==> config.mk <==
export PLATFORM = sky130hd
export DESIGN_NAME = mlp_train_sequencer_flat
export DESIGN_NICKNAME = d
export VERILOG_FILES = /design/src/rtl/mlp_train_sequencer_pkg.sv /design/src/rtl/mlp_train_sequencer_if.sv /design/src/rtl/mlp_train_sequencer_loss_accumulator.sv /design/src/rtl/mlp_train_sequencer.sv /design/src/flat_wrapper.sv
export SDC_FILE = /design/constraint.sdc
export NUM_CORES = 1
export LEC_CHECK = 0
export ABC_AREA = 1
export ABC_CLOCK_PERIOD_IN_PS = 6890
export CORE_UTILIZATION = 53
export CTS_CLUSTER_DIAMETER = 40
export CTS_CLUSTER_SIZE = 14
export DETAILED_ROUTE_END_ITERATION = 10
export PLACE_DENSITY = 0.85
export SYNTH_ARGS = -nofsm -noshare
export SYNTH_HDL_FRONTEND = slang
export SYNTH_SLANG_ARGS = --single-unit
==> constraint.sdc <==
create_clock -name clk -period 6.89 [get_ports clk]
set_input_delay 2.067 -clock clk [delete_from_list [all_inputs] [get_ports clk]]
set_output_delay 2.067 -clock clk [all_outputs]
set_load 0.005 [all_outputs]
==> src/rtl/mlp_train_sequencer_pkg.sv <==
// -----------------------------------------------------------------------------
// mlp_train_sequencer_pkg
//   Shared types and helpers for the MLP training sequencer.
//   - sfp_t : signed Q8.8 fixed point used for predictions, targets and loss.
//   - saturating subtract / absolute value / add helpers (no wrap-around).
//   - FSM state encodings for the sequencer.
//   - idx_w(): width of an index able to address n items (minimum 1 bit).
// -----------------------------------------------------------------------------
package mlp_train_sequencer_pkg;

    localparam int SFP_W    = 16;
    localparam int SFP_FRAC = 8;

    typedef logic signed [SFP_W-1:0] sfp_t;

    localparam sfp_t SFP_MAX = {1'b0, {(SFP_W-1){1'b1}}};
    localparam sfp_t SFP_MIN = {1'b1, {(SFP_W-1){1'b0}}};

    // Sequencer states.
    localparam logic [2:0] ST_IDLE      = 3'd0;
    localparam logic [2:0] ST_LOAD      = 3'd1;
    localparam logic [2:0] ST_SETTLE    = 3'd2;
    localparam logic [2:0] ST_UPDATE    = 3'd3;
    localparam logic [2:0] ST_EPOCH_END = 3'd4;
    localparam logic [2:0] ST_DONE      = 3'd5;

    function automatic int idx_w(input int n);
        return (n > 1) ? $clog2(n) : 1;
    endfunction

    // a - b, clamped to [SFP_MIN, SFP_MAX]. Overflow shows up as the two
    // top bits of the one-bit-wider result disagreeing.
    function automatic sfp_t sfp_sub_sat(input sfp_t a, input sfp_t b);
        logic [SFP_W:0] d;
        d = {a[SFP_W-1], a} - {b[SFP_W-1], b};
        if (d[SFP_W] != d[SFP_W-1])
            return d[SFP_W] ? SFP_MIN : SFP_MAX;
        return sfp_t'(d[SFP_W-1:0]);
    endfunction

    // a + b, clamped to [SFP_MIN, SFP_MAX].
    function automatic sfp_t sfp_add_sat(input sfp_t a, input sfp_t b);
        logic [SFP_W:0] s;
        s = {a[SFP_W-1], a} + {b[SFP_W-1], b};
        if (s[SFP_W] != s[SFP_W-1])
            return s[SFP_W] ? SFP_MIN : SFP_MAX;
        return sfp_t'(s[SFP_W-1:0]);
    endfunction

    // |a|; the most negative value has no positive twin, so it maps to SFP_MAX.
    function automatic sfp_t sfp_abs_sat(input sfp_t a);
        if (a == SFP_MIN)
            return SFP_MAX;
        return a[SFP_W-1] ? -a : a;
    endfunction

endpackage

==> src/rtl/mlp_train_sequencer_if.sv <==
// -----------------------------------------------------------------------------
// mlp_train_sequencer_if
//   Bundles the host/datapath side signals of the training sequencer.
//   master : host + layer datapath (drives start/config and prediction/target)
//   slave  : the sequencer (drives sample address, strobes, status, loss)
//   Signals:
//     start, infer_only, max_epochs, loss_thresh, lr_in   run request + config
//     prediction, target                                  datapath results
//     sample_idx, load_en, training, learning_rate        datapath control
//     busy, done, epoch_count, epoch_loss                 status
// -----------------------------------------------------------------------------
interface mlp_train_sequencer_if
    import mlp_train_sequencer_pkg::*;
#(
    parameter int NUM_SAMPLES = 4,
    parameter int EPOCH_W     = 16
);
    localparam int IDX_W = idx_w(NUM_SAMPLES);

    logic               start;
    logic               infer_only;
    logic [EPOCH_W-1:0] max_epochs;
    sfp_t               loss_thresh;
    sfp_t               lr_in;
    sfp_t               prediction;
    sfp_t               target;

    logic [IDX_W-1:0]   sample_idx;
    logic               load_en;
    logic               training;
    sfp_t               learning_rate;
    logic               busy;
    logic               done;
    logic [EPOCH_W-1:0] epoch_count;
    sfp_t               epoch_loss;

    modport master (
        output start, infer_only, max_epochs, loss_thresh, lr_in, prediction, target,
        input  sample_idx, load_en, training, learning_rate, busy, done,
               epoch_count, epoch_loss
    );

    modport slave (
        input  start, infer_only, max_epochs, loss_thresh, lr_in, prediction, target,
        output sample_idx, load_en, training, learning_rate, busy, done,
               epoch_count, epoch_loss
    );

endinterface

==> src/rtl/mlp_train_sequencer_loss_accumulator.sv <==
// -----------------------------------------------------------------------------
// loss_accumulator
//   Saturating accumulator of |prediction - target| for one pass over the
//   sample set.
//   Ports:
//     clk, rst        clock, synchronous active-high reset
//     clear_i         zero the accumulator (wins over en_i)
//     en_i            add the current absolute error
//     prediction_i    output-layer prediction
//     target_i        target for the current sample
//     acc_o           running loss sum (never wraps, clamps at SFP_MAX)
// -----------------------------------------------------------------------------
module loss_accumulator
    import mlp_train_sequencer_pkg::*;
(
    input  logic clk,
    input  logic rst,
    input  logic clear_i,
    input  logic en_i,
    input  sfp_t prediction_i,
    input  sfp_t target_i,
    output sfp_t acc_o
);
    sfp_t acc_q;
    sfp_t abs_err;

    assign abs_err = sfp_abs_sat(sfp_sub_sat(prediction_i, target_i));

    // NOTE: reset is sampled on the clock edge only; sequential state is
    // assigned with non-blocking (<=) so every flop sees pre-edge values.
    always_ff @(posedge clk) begin
        if (rst)
            acc_q <= '0;
        else if (clear_i)
            acc_q <= '0;
        else if (en_i)
            acc_q <= sfp_add_sat(acc_q, abs_err);
    end

    assign acc_o = acc_q;

endmodule

==> src/rtl/mlp_train_sequencer.sv <==
// -----------------------------------------------------------------------------
// mlp_train_sequencer
//   Steps a single-sample MLP datapath through training epochs or one
//   inference pass: LOAD a sample, wait SETTLE_CYCLES for the combinational
//   forward/backward path, then UPDATE (one-cycle training strobe and loss
//   accumulation). After the last sample, EPOCH_END publishes the loss and
//   decides whether to run another epoch or finish.
//   Ports:
//     clk, rst   clock, synchronous active-high reset (aborts a run at once)
//     seq_if     slave side of mlp_train_sequencer_if (config, strobes, status)
//   Parameters:
//     NUM_SAMPLES    samples per epoch (>=1)
//     SETTLE_CYCLES  settle wait after each load (>=1)
//     EPOCH_W        epoch counter width
// -----------------------------------------------------------------------------
module mlp_train_sequencer
    import mlp_train_sequencer_pkg::*;
#(
    parameter int NUM_SAMPLES   = 4,
    parameter int SETTLE_CYCLES = 2,
    parameter int EPOCH_W       = 16
) (
    input  logic                  clk,
    input  logic                  rst,
    mlp_train_sequencer_if.slave  seq_if
);
    localparam int IDX_W = idx_w(NUM_SAMPLES);
    localparam int CNT_W = idx_w(SETTLE_CYCLES);

    localparam logic [IDX_W-1:0] LAST_IDX   = IDX_W'(NUM_SAMPLES - 1);
    localparam logic [CNT_W-1:0] SETTLE_TOP = CNT_W'(SETTLE_CYCLES - 1);

    logic [2:0]         state_q,  state_d;
    logic [IDX_W-1:0]   idx_q,    idx_d;
    logic [CNT_W-1:0]   settle_q, settle_d;
    logic [EPOCH_W-1:0] epoch_q,  epoch_d;
    sfp_t               loss_q,   loss_d;

    // Run configuration captured at accept.
    logic               infer_q;
    logic [EPOCH_W-1:0] max_q;
    sfp_t               thresh_q;
    sfp_t               lr_q;

    logic               accept;
    logic               acc_clear;
    logic               acc_en;
    sfp_t               acc;
    logic [EPOCH_W:0]   epoch_inc;

    // One bit wider so the limit test cannot wrap at the top of the counter.
    assign epoch_inc = {1'b0, epoch_q} + (EPOCH_W+1)'(1);

    loss_accumulator u_loss_acc (
        .clk          (clk),
        .rst          (rst),
        .clear_i      (acc_clear),
        .en_i         (acc_en),
        .prediction_i (seq_if.prediction),
        .target_i     (seq_if.target),
        .acc_o        (acc)
    );

    // NOTE: every signal written here gets a default first, so no path
    // through the case leaves it unassigned and no latch is inferred.
    always_comb begin
        state_d   = state_q;
        idx_d     = idx_q;
        settle_d  = settle_q;
        epoch_d   = epoch_q;
        loss_d    = loss_q;
        accept    = 1'b0;
        acc_clear = 1'b0;
        acc_en    = 1'b0;

        case (state_q)
            ST_IDLE: begin
                if (seq_if.start) begin
                    accept    = 1'b1;
                    idx_d     = '0;
                    epoch_d   = '0;
                    acc_clear = 1'b1;
                    state_d   = ST_LOAD;
                end
            end
            ST_LOAD: begin
                settle_d = SETTLE_TOP;
                state_d  = ST_SETTLE;
            end
            ST_SETTLE: begin
                if (settle_q == '0)
                    state_d = ST_UPDATE;
                else
                    settle_d = settle_q - CNT_W'(1);
            end
            ST_UPDATE: begin
                acc_en = 1'b1;
                if (idx_q == LAST_IDX) begin
                    state_d = ST_EPOCH_END;
                end else begin
                    idx_d   = idx_q + IDX_W'(1);
                    state_d = ST_LOAD;
                end
            end
            ST_EPOCH_END: begin
                loss_d    = acc;
                acc_clear = 1'b1;
                idx_d     = '0;
                if (infer_q) begin
                    state_d = ST_DONE;
                end else begin
                    epoch_d = epoch_inc[EPOCH_W-1:0];
                    if (epoch_inc >= {1'b0, max_q} || acc <= thresh_q)
                        state_d = ST_DONE;
                    else
                        state_d = ST_LOAD;
                end
            end
            ST_DONE: begin
                state_d = ST_IDLE;
            end
            default: begin
                state_d = ST_IDLE;
            end
        endcase
    end

    always_ff @(posedge clk) begin
        if (rst) begin
            state_q  <= ST_IDLE;
            idx_q    <= '0;
            settle_q <= '0;
            epoch_q  <= '0;
            loss_q   <= '0;
            infer_q  <= 1'b0;
            max_q    <= '0;
            thresh_q <= '0;
            lr_q     <= '0;
        end else begin
            state_q  <= state_d;
            idx_q    <= idx_d;
            settle_q <= settle_d;
            epoch_q  <= epoch_d;
            loss_q   <= loss_d;
            if (accept) begin
                infer_q  <= seq_if.infer_only;
                // A limit of zero epochs still runs one.
                max_q    <= (seq_if.max_epochs == '0) ? EPOCH_W'(1) : seq_if.max_epochs;
                thresh_q <= seq_if.loss_thresh;
                lr_q     <= seq_if.lr_in;
            end
        end
    end

    // Strobes and status are masked by rst so a reset aborts in the very
    // cycle it is asserted, even if the state register still shows UPDATE.
    assign seq_if.sample_idx    = idx_q;
    assign seq_if.load_en       = (state_q == ST_LOAD) && !rst;
    assign seq_if.training      = (state_q == ST_UPDATE) && !infer_q && !rst;
    assign seq_if.busy          = (state_q != ST_IDLE) && !rst;
    assign seq_if.done          = (state_q == ST_DONE) && !rst;
    assign seq_if.learning_rate = lr_q;
    assign seq_if.epoch_count   = epoch_q;
    assign seq_if.epoch_loss    = loss_q;

endmodule
==> src/flat_wrapper.sv <==
// flat-port wrapper written by rule: the top's interface ports become plain ports
module mlp_train_sequencer_flat import mlp_train_sequencer_pkg::*;
#(
    parameter int NUM_SAMPLES   = 4,
    parameter int SETTLE_CYCLES = 2,
    parameter int EPOCH_W       = 16
)
  (clk, rst, seq_if_start, seq_if_infer_only, seq_if_max_epochs, seq_if_loss_thresh, seq_if_lr_in, seq_if_prediction, seq_if_target, seq_if_sample_idx, seq_if_load_en, seq_if_training, seq_if_learning_rate, seq_if_busy, seq_if_done, seq_if_epoch_count, seq_if_epoch_loss);
  mlp_train_sequencer_if #(.NUM_SAMPLES(NUM_SAMPLES), .EPOCH_W(EPOCH_W)) seq_if_i ();
  input  logic clk;
  input  logic rst;
  input wire logic [$bits(seq_if_i.start)-1:0] seq_if_start;
  input wire logic [$bits(seq_if_i.infer_only)-1:0] seq_if_infer_only;
  input wire logic [$bits(seq_if_i.max_epochs)-1:0] seq_if_max_epochs;
  input wire logic [$bits(seq_if_i.loss_thresh)-1:0] seq_if_loss_thresh;
  input wire logic [$bits(seq_if_i.lr_in)-1:0] seq_if_lr_in;
  input wire logic [$bits(seq_if_i.prediction)-1:0] seq_if_prediction;
  input wire logic [$bits(seq_if_i.target)-1:0] seq_if_target;
  output wire logic [$bits(seq_if_i.sample_idx)-1:0] seq_if_sample_idx;
  output wire logic [$bits(seq_if_i.load_en)-1:0] seq_if_load_en;
  output wire logic [$bits(seq_if_i.training)-1:0] seq_if_training;
  output wire logic [$bits(seq_if_i.learning_rate)-1:0] seq_if_learning_rate;
  output wire logic [$bits(seq_if_i.busy)-1:0] seq_if_busy;
  output wire logic [$bits(seq_if_i.done)-1:0] seq_if_done;
  output wire logic [$bits(seq_if_i.epoch_count)-1:0] seq_if_epoch_count;
  output wire logic [$bits(seq_if_i.epoch_loss)-1:0] seq_if_epoch_loss;
  assign seq_if_i.start = seq_if_start;
  assign seq_if_i.infer_only = seq_if_infer_only;
  assign seq_if_i.max_epochs = seq_if_max_epochs;
  assign seq_if_i.loss_thresh = seq_if_loss_thresh;
  assign seq_if_i.lr_in = seq_if_lr_in;
  assign seq_if_i.prediction = seq_if_prediction;
  assign seq_if_i.target = seq_if_target;
  assign seq_if_sample_idx = seq_if_i.sample_idx;
  assign seq_if_load_en = seq_if_i.load_en;
  assign seq_if_training = seq_if_i.training;
  assign seq_if_learning_rate = seq_if_i.learning_rate;
  assign seq_if_busy = seq_if_i.busy;
  assign seq_if_done = seq_if_i.done;
  assign seq_if_epoch_count = seq_if_i.epoch_count;
  assign seq_if_epoch_loss = seq_if_i.epoch_loss;
  mlp_train_sequencer #(.NUM_SAMPLES(NUM_SAMPLES), .SETTLE_CYCLES(SETTLE_CYCLES), .EPOCH_W(EPOCH_W)) u_core (.clk(clk), .rst(rst), .seq_if(seq_if_i));
endmodule
# Yosys cells after proc, flatten, opt, wreduce, memory -nomap -nowiden
# Index checks and enable logic that the tools add are counted.
[word_totals] register_bits=103 input_bits=84 output_inout_bits=54 wordCells=83
[classes] add_sub_neg=6 order_cmp=2 n_eq_ne=13 n_mux=34 n_reduce_logical=18
[op_table] op="$mux 16" n=12
[op_table] op="$pmux 16 s2" n=1
[op_table] op="$add 16x1->17 const B" n=1
[op_table] op="$add 16x16->17" n=1
[op_table] op="$ge 17x16->1" n=1
[op_table] op="$sub 16x16->17" n=1
[op_table] op="$eq 16x16->1 const B" n=1
[op_table] op="$le 16x16->1" n=1
[op_table] op="$logic_not 16->1" n=1
[op_table] op="$neg 16->16" n=1
[op_table] op="$mux 3" n=5
[op_table] op="$pmux 3 s5" n=1
[op_table] op="$mux 1" n=10
[op_table] op="$ne 2x2->1 const B" n=4
[op_table] op="$eq 3x2->1 const B" n=2
[op_table] op="$eq 3x3->1 const B" n=2
[op_table] op="$pmux 2 s3" n=1
[op_table] op="$reduce_and 3->1" n=2
[op_table] op="$reduce_bool 3->1" n=2
[op_table] op="$logic_and 1x1->1" n=5
[op_table] op="$mux 2" n=2
[op_table] op="$pmux 1 s2" n=2
[op_table] op="$reduce_bool 2->1" n=2
[op_table] op="$eq 3x1->1 const B" n=1
[op_table] op="9 further kinds" n=11

# Depth between registers and ports, before layout
[depth] ltp_word=14 mapped_depth=39 mapped_depth_nobuf=36

# Hierarchy
# A second synthesis with hierarchy kept.
[unflattened] cells_unflattened=1114 area_unflattened_um2=7422.1
[by_module_without_submodules] mod="mlp_train_sequencer" instances=1 cells_per_inst=595 area_each_um2=4390.5 seq_area_each_um2=1741.7
[by_module_without_submodules] mod="loss_accumulator" instances=1 cells_per_inst=519 area_each_um2=3031.7 seq_area_each_um2=320.3

# Worst setup path after synthesis
# Ideal clock, no wire load.
[synth_timing] kind="input -> register" start="in seq_if_prediction[0]" end="reg u_core.u_loss_acc.acc_q[10] (netlist: u_core.u_loss_acc.acc_o[10])" setup_ns=0.122 arrival_ns=6.364 required_ns=6.768 slack_ns=0.404 path_stages=39 cell_sequence="inv_1 ha_1 fa_1 inv_1 nand2_1 nand2_1 nand3_1 nand2_2 nand2_2 nand2_1 nand2_1 nand2_2 nand2_4 buf_8 nand2_1 nand2_2 ha_1 nand4_2 [... 3 more ...] nand2_1 ha_1 fa_1 nand3_1 nand3_1 nand2_1 nand2_1 a21oi_1 o21ai_0 nand2_1 nand2_1 nand2_1 nand2_1 nand3_1 nand2_1 inv_1 buf_2 a21oi_1"
[synth_via] elab_chain_cells=14 word_cells_on_any_way=20 classes_between="add/sub: 3; eq/ne: 3; mux: 14"
[synth_lines] item="start, declared" line_no="flat_wrapper.sv:17" rtl="input wire logic [$bits(seq_if_i.prediction)-1:0] seq_if_prediction;"
[synth_lines] item="$sub 16x16->17 (*)" line_no="mlp_train_sequencer_pkg.sv:35" rtl="d = {a[SFP_W-1], a} - {b[SFP_W-1], b};"
[synth_lines] item="$mux 16 or $ne 1x1->1 (tied branches)" line_no="mlp_train_sequencer_pkg.sv:37, mlp_train_sequencer_pkg.sv:36"
[synth_lines] item="$mux 16 or $mux 1 (tied branches)" line_no="mlp_train_sequencer_pkg.sv:36" rtl="if (d[SFP_W] != d[SFP_W-1])"
[synth_lines] item="$mux 16 (*)" line_no="mlp_train_sequencer_pkg.sv:38" rtl="return sfp_t'(d[SFP_W-1:0]);"
[synth_lines] item="$neg 16->16 or $eq 16x16->1 (tied branches)" line_no="mlp_train_sequencer_pkg.sv:54, mlp_train_sequencer_pkg.sv:52"
[synth_lines] item="$mux 16 or $mux 1 (tied branches)" line_no="mlp_train_sequencer_pkg.sv:54, mlp_train_sequencer_pkg.sv:52"
[synth_lines] item="$mux 16 (*)" line_no="mlp_train_sequencer_pkg.sv:54" rtl="return a[SFP_W-1] ? -a : a;"
[synth_lines] item="$add 16x16->17 (*)" line_no="mlp_train_sequencer_pkg.sv:44" rtl="s = {a[SFP_W-1], a} + {b[SFP_W-1], b};"
[synth_lines] item="$ne 1x1->1" line_no="mlp_train_sequencer_pkg.sv:45" rtl="if (s[SFP_W] != s[SFP_W-1])"
[synth_lines] item="$mux 1" line_no="mlp_train_sequencer_pkg.sv:45"
[synth_lines] item="$mux 1" line_no="mlp_train_sequencer_loss_accumulator.sv:36" rtl="else if (en_i)"
[synth_lines] item="$mux 1" line_no="mlp_train_sequencer_loss_accumulator.sv:34" rtl="else if (clear_i)"
[synth_lines] item="$mux 1" line_no="mlp_train_sequencer_loss_accumulator.sv:32" rtl="if (rst)"
[synth_lines] item="$mux 16 (*)" line_no="mlp_train_sequencer_pkg.sv:47" rtl="return sfp_t'(s[SFP_W-1:0]);"
[synth_lines] item="end signal, assigned" line_no="mlp_train_sequencer_loss_accumulator.sv:37" rtl="acc_q <= sfp_add_sat(acc_q, abs_err);"
[synth_lines] item="end, declared" line_no="mlp_train_sequencer_loss_accumulator.sv:24" rtl="sfp_t acc_q;"
# Mark *: on every way between the ends. The rest lies on a longest branch, timed or not. The select of a mux whose other input is x is not followed.
# A chain may end at the register's enable or synchronous reset.

# Worst setup path after layout
[layout_timing] start="in seq_if_prediction[0]" end="reg u_core.u_loss_acc.acc_q[4] (netlist: u_core.u_loss_acc.acc_o[4])"
# Same word-level chain as after synthesis.

==> results.txt <==
The synthesized design contains 103 register bits. The number of I/O port buffers is 137. The post-layout instance area came out at 9090 um2. The worst-case headroom to the max-slew limit is 0.253. The number of inserted filler cells in the final layout is 1121. The post-synthesis instance area came out at 7220 um2.

The number of antenna diodes is 0. The sequential area share after synthesis came out at 0.286. The total power per unit cell area came out at roughly 200 nW/um2.

The clock transition time at the flip-flop clock pins of the worst setup and hold paths came out at 70 ps. The mean cell area of the mapped netlist is 6.75 um2. In the post-synthesis netlist, the biggest area contributors are sky130_fd_sc_hd__dfxtp_1 29%, sky130_fd_sc_hd__nand2_1 13%, sky130_fd_sc_hd__ha_1 12%. The sum of net half-perimeters after detailed placement is around 14000 um. The commonest cells after synthesis are 253 x sky130_fd_sc_hd__nand2_1, 127 x sky130_fd_sc_hd__inv_1, 110 x sky130_fd_sc_hd__a21oi_1, 103 x sky130_fd_sc_hd__dfxtp_1, 97 x sky130_fd_sc_hd__nor2_1. The number of failing hold endpoints at the final stage came out at 0.

The total global-route track usage came out at 0.254. The area fraction of the dominant cell type after synthesis came out at 0.286. The tightest hold path in the finished design has a slack of around 460 ps. The standard cell core area came out at 13200 um2. In this run, distinct cell masters in the synthesized netlist total between 40 and 50. The number of warnings printed during yosys synthesis came out at 0. The category of the most critical setup path is in2reg.

The worst-case IR drop observed on VDD is 0.128 mV. The data arrival time of the critical path is ~7000 ps. The layout overhead on the synthesized area is 25.9%.

The delay of the slowest cell on the worst path came out at 450 ps. The leading area contributor after synthesis is sky130_fd_sc_hd__dfxtp_1. The clock tree from TritonCTS is done. The kind of cell with the highest combined delay on the critical path is simple AND/OR/NAND/NOR gates. The initial antenna violation count is 0. Max-cap violations in this run came to 0.

The setup fix buffers added after clock tree synthesis came out at 0. The post-layout minimum cycle time came out at 6520 ps. The slowest stage of the critical path is the sky130_fd_sc_hd__clkdlybuf4s50_1 cell. The synthesized design contains 0 enable-type register cells. The most common cell type on the critical path is sky130_fd_sc_hd__nand2_1. Synthesis produced between 1000 and 1500 cells. The biggest fanout along the worst timing path is 7. Together, buffers and inverters on the worst path number 4.

The top achievable clock speed is about 0.15 GHz. The total detailed-routing wirelength came out at 17900 um. Setup violations remaining at the end of the flow were counted as 0.

The share of synthesized registers carrying an async set or reset is 0. In this run the deepest clock path goes through 2 buffers. The worst setup path is launched from an input pin. The horizontal die dimension came out at ~120 um. The most instantiated flip-flop cell in the synthesis netlist is sky130_fd_sc_hd__dfxtp_1. The number of detailed-routing iterations run before antenna repair came out at 5. The worst clock skew on the final layout is around 5.7 ps. The count of final max-slew check failures came to 0. The vertical extent of the die came out at 119 um. After detailed routing, the number of remaining DRC violations is 0.

The number of vias in the routed layout is between 7000 and 8000. The worst-margin pin slew came out at 1120 ps. In this run the static leakage power is roughly 4.3 nW. At the end of the flow, the number of nets in the layout was 1349.

The die covers 14100 um2. After the first detailed-routing iteration, the DRC count stood at 421. The required time of the worst setup path is 7170 ps. The instance area after placement came out at 8730 um2.

The run finished with clean final reports. The number of nets in the synthesized netlist is 1222. The starting utilization of the core area is 0.545. The H-tree was split into 3 levels.

Entering global routing, the biggest net connects 80 pins. The routed wire length per instance is between 10 and 15 um. The min-delay analysis places its worst path in the category reg2reg. Dividing the final minimum period by the clock period gives 0.946. The worst-skew pair later-pin latency came out at 350 ps. The number of clock buffers added by TritonCTS is 9.

STA classifies the critical path endpoint as a flip-flop. The number of top-level design ports came out at 138. The overflow left after global routing came out at 0.

In the final layout, the share of cells above drive strength 1 is 0.0783. The via count of the first global-routing pass was 6596. The detail route stage leaves a number of antenna-violating nets equal to 0.

The placement row count is 42. The most frequent cell after synthesis is sky130_fd_sc_hd__nand2_1. The global placer's final weighted congestion came out at 0.918. CTS placed an instance of sky130_fd_sc_hd__clkbuf_16 at the clock tree root. The number of sinks on the clock net is roughly 100. The global-route wire length before repair came out at between 20000 and 30000 um. After detailed routing, the number of vias per cell comes to 5.31.
==> path summary, 6_finish.rpt <==
check / slack, ps / from / end / cells after the start
hold / removal: 460 / u_core.settle_q / u_core.settle_q / 2
setup / recovery: 370 / seq_if_prediction[0] / u_core.u_loss_acc.acc_o[4] / 36
setup reg to reg: 3580 / u_core.seq_if.epoch_count[0] / u_core.state_q[2] / 19
hold reg to reg: 460 / u_core.settle_q / u_core.settle_q / 2
==> through the flow <==
stage,setup TNS (ps),instances,total power [mW],utilization,worst slack (ps)
after floorplan,0,1069,1.13,-,404
after global placement,0,1360,1.28,0.659,148
after detailed placement,-13.5,1360,1.30,0.659,-6.66
after CTS,0,1375,1.81,0.682,336
after global routing,-224,1376,1.93,0.686,-41.0
final,0,1376,1.82,0.686,372
==> layout make-up <==
type	instances	area (um2)	share of cell area
Tap cell	176	220	0.0242
Multi-Input combinational cell	801	4550	0.501
Timing Repair inverter	1	7.51	0.000826
Inverter	131	495	0.0545
Timing Repair Buffer	149	1460	0.160
Clock inverter	5	58.8	0.00647
Clock buffer	10	239	0.0263
Sequential cell	103	2060	0.227
==> worst reg2reg max path, stage by stage (launching register included) <==
cell	delay, ps
sky130_fd_sc_hd__dfxtp_1	460
sky130_fd_sc_hd__ha_1	230
sky130_fd_sc_hd__nand2_1	90
sky130_fd_sc_hd__nor3_1	290
sky130_fd_sc_hd__nand2_1	120
sky130_fd_sc_hd__nor2_1	260
sky130_fd_sc_hd__nand3_1	140
sky130_fd_sc_hd__nor3_1	240
sky130_fd_sc_hd__xor2_1	140
sky130_fd_sc_hd__ha_1	320
sky130_fd_sc_hd__nand2_1	70
sky130_fd_sc_hd__inv_1	80
sky130_fd_sc_hd__nand4_1	100
sky130_fd_sc_hd__o31ai_1	210
sky130_fd_sc_hd__nor2_1	80
sky130_fd_sc_hd__nand2_1	80
sky130_fd_sc_hd__inv_1	40
sky130_fd_sc_hd__nand3b_1	100
sky130_fd_sc_hd__nand2_1	80
sky130_fd_sc_hd__a21oi_1	110
==> cell usage in the layout (no fill, tap or decap), types with 4 or more instances in the layout <==
| cell | netlist | final |
|---|---|---|
| sky130_fd_sc_hd__a211oi_1 | 16 | 16 |
| sky130_fd_sc_hd__a21oi_1 | 110 | 103 |
| sky130_fd_sc_hd__a21oi_2 | 2 | 9 |
| sky130_fd_sc_hd__buf_4 | 0 | 12 |
| sky130_fd_sc_hd__clkbuf_16 | 0 | 9 |
| sky130_fd_sc_hd__clkdlybuf4s50_1 | 0 | 136 |
| sky130_fd_sc_hd__clkinvlp_4 | 0 | 4 |
| sky130_fd_sc_hd__dfxtp_1 | 103 | 103 |
| sky130_fd_sc_hd__ha_1 | 67 | 67 |
| sky130_fd_sc_hd__inv_1 | 127 | 126 |
| sky130_fd_sc_hd__inv_2 | 4 | 4 |
| sky130_fd_sc_hd__nand2_1 | 253 | 250 |
| sky130_fd_sc_hd__nand2_2 | 22 | 23 |
| sky130_fd_sc_hd__nand2_4 | 5 | 7 |
| sky130_fd_sc_hd__nand3_1 | 54 | 53 |
| sky130_fd_sc_hd__nand3_2 | 8 | 9 |
| sky130_fd_sc_hd__nand3b_1 | 4 | 4 |
| sky130_fd_sc_hd__nand4_1 | 11 | 11 |
| sky130_fd_sc_hd__nor2_1 | 97 | 97 |
| sky130_fd_sc_hd__nor2_2 | 6 | 6 |
| sky130_fd_sc_hd__nor3_1 | 13 | 13 |
| sky130_fd_sc_hd__nor4_1 | 5 | 5 |
| sky130_fd_sc_hd__o21ai_0 | 66 | 66 |
| sky130_fd_sc_hd__xnor2_1 | 10 | 10 |
| sky130_fd_sc_hd__xor2_1 | 24 | 24 |
==> layer usage <==
metal | wire length (um) | GRT usage | vias to the layer above
li1 | - | - | 3762
met1 | 8150 | 0.330 | 3289
met2 | 8470 | 0.423 | 212
met3 | 836 | 0.0376 | 38
met4 | 465 | 0.0973 | 0
met5 | 0 | 0 | -
==> flip-flops by register name (all words and copies together), names as in the netlist, 2 cells and up <==
| register | cells |
|---|---|
| u_core.seq_if.epoch_loss | 16 |
| u_core.seq_if.learning_rate | 16 |
| u_core.seq_if.sample_idx | 2 |
| u_core.u_loss_acc.acc_o | 16 |
| u_core.seq_if.epoch_count | 16 |
| u_core.max_q | 16 |
| u_core.thresh_q | 16 |
| u_core.state_q | 3 |
==> cell families after synthesis <==
group           synth area share
simple gates               0.300
compound gates             0.160
buf+inv                   0.0908
flops                      0.286
fa+ha+maj                  0.122
xor+xnor                  0.0413
==> power breakdown <==
| part | total, mW | switching (mW) | internal (mW) |
|---|---|---|---|
| Combinational | 0.653 | 0.389 | 0.264 |
| Sequential | 0.648 | 0.0170 | 0.631 |
| Clock | 0.517 | 0.227 | 0.290 |
==> timing repair <==
action	CTS	global route
hold buffers	0	0
endpoints found under the setup margin	0	13
resized for setup	0	14
Power figures use the tool's default switching activity.
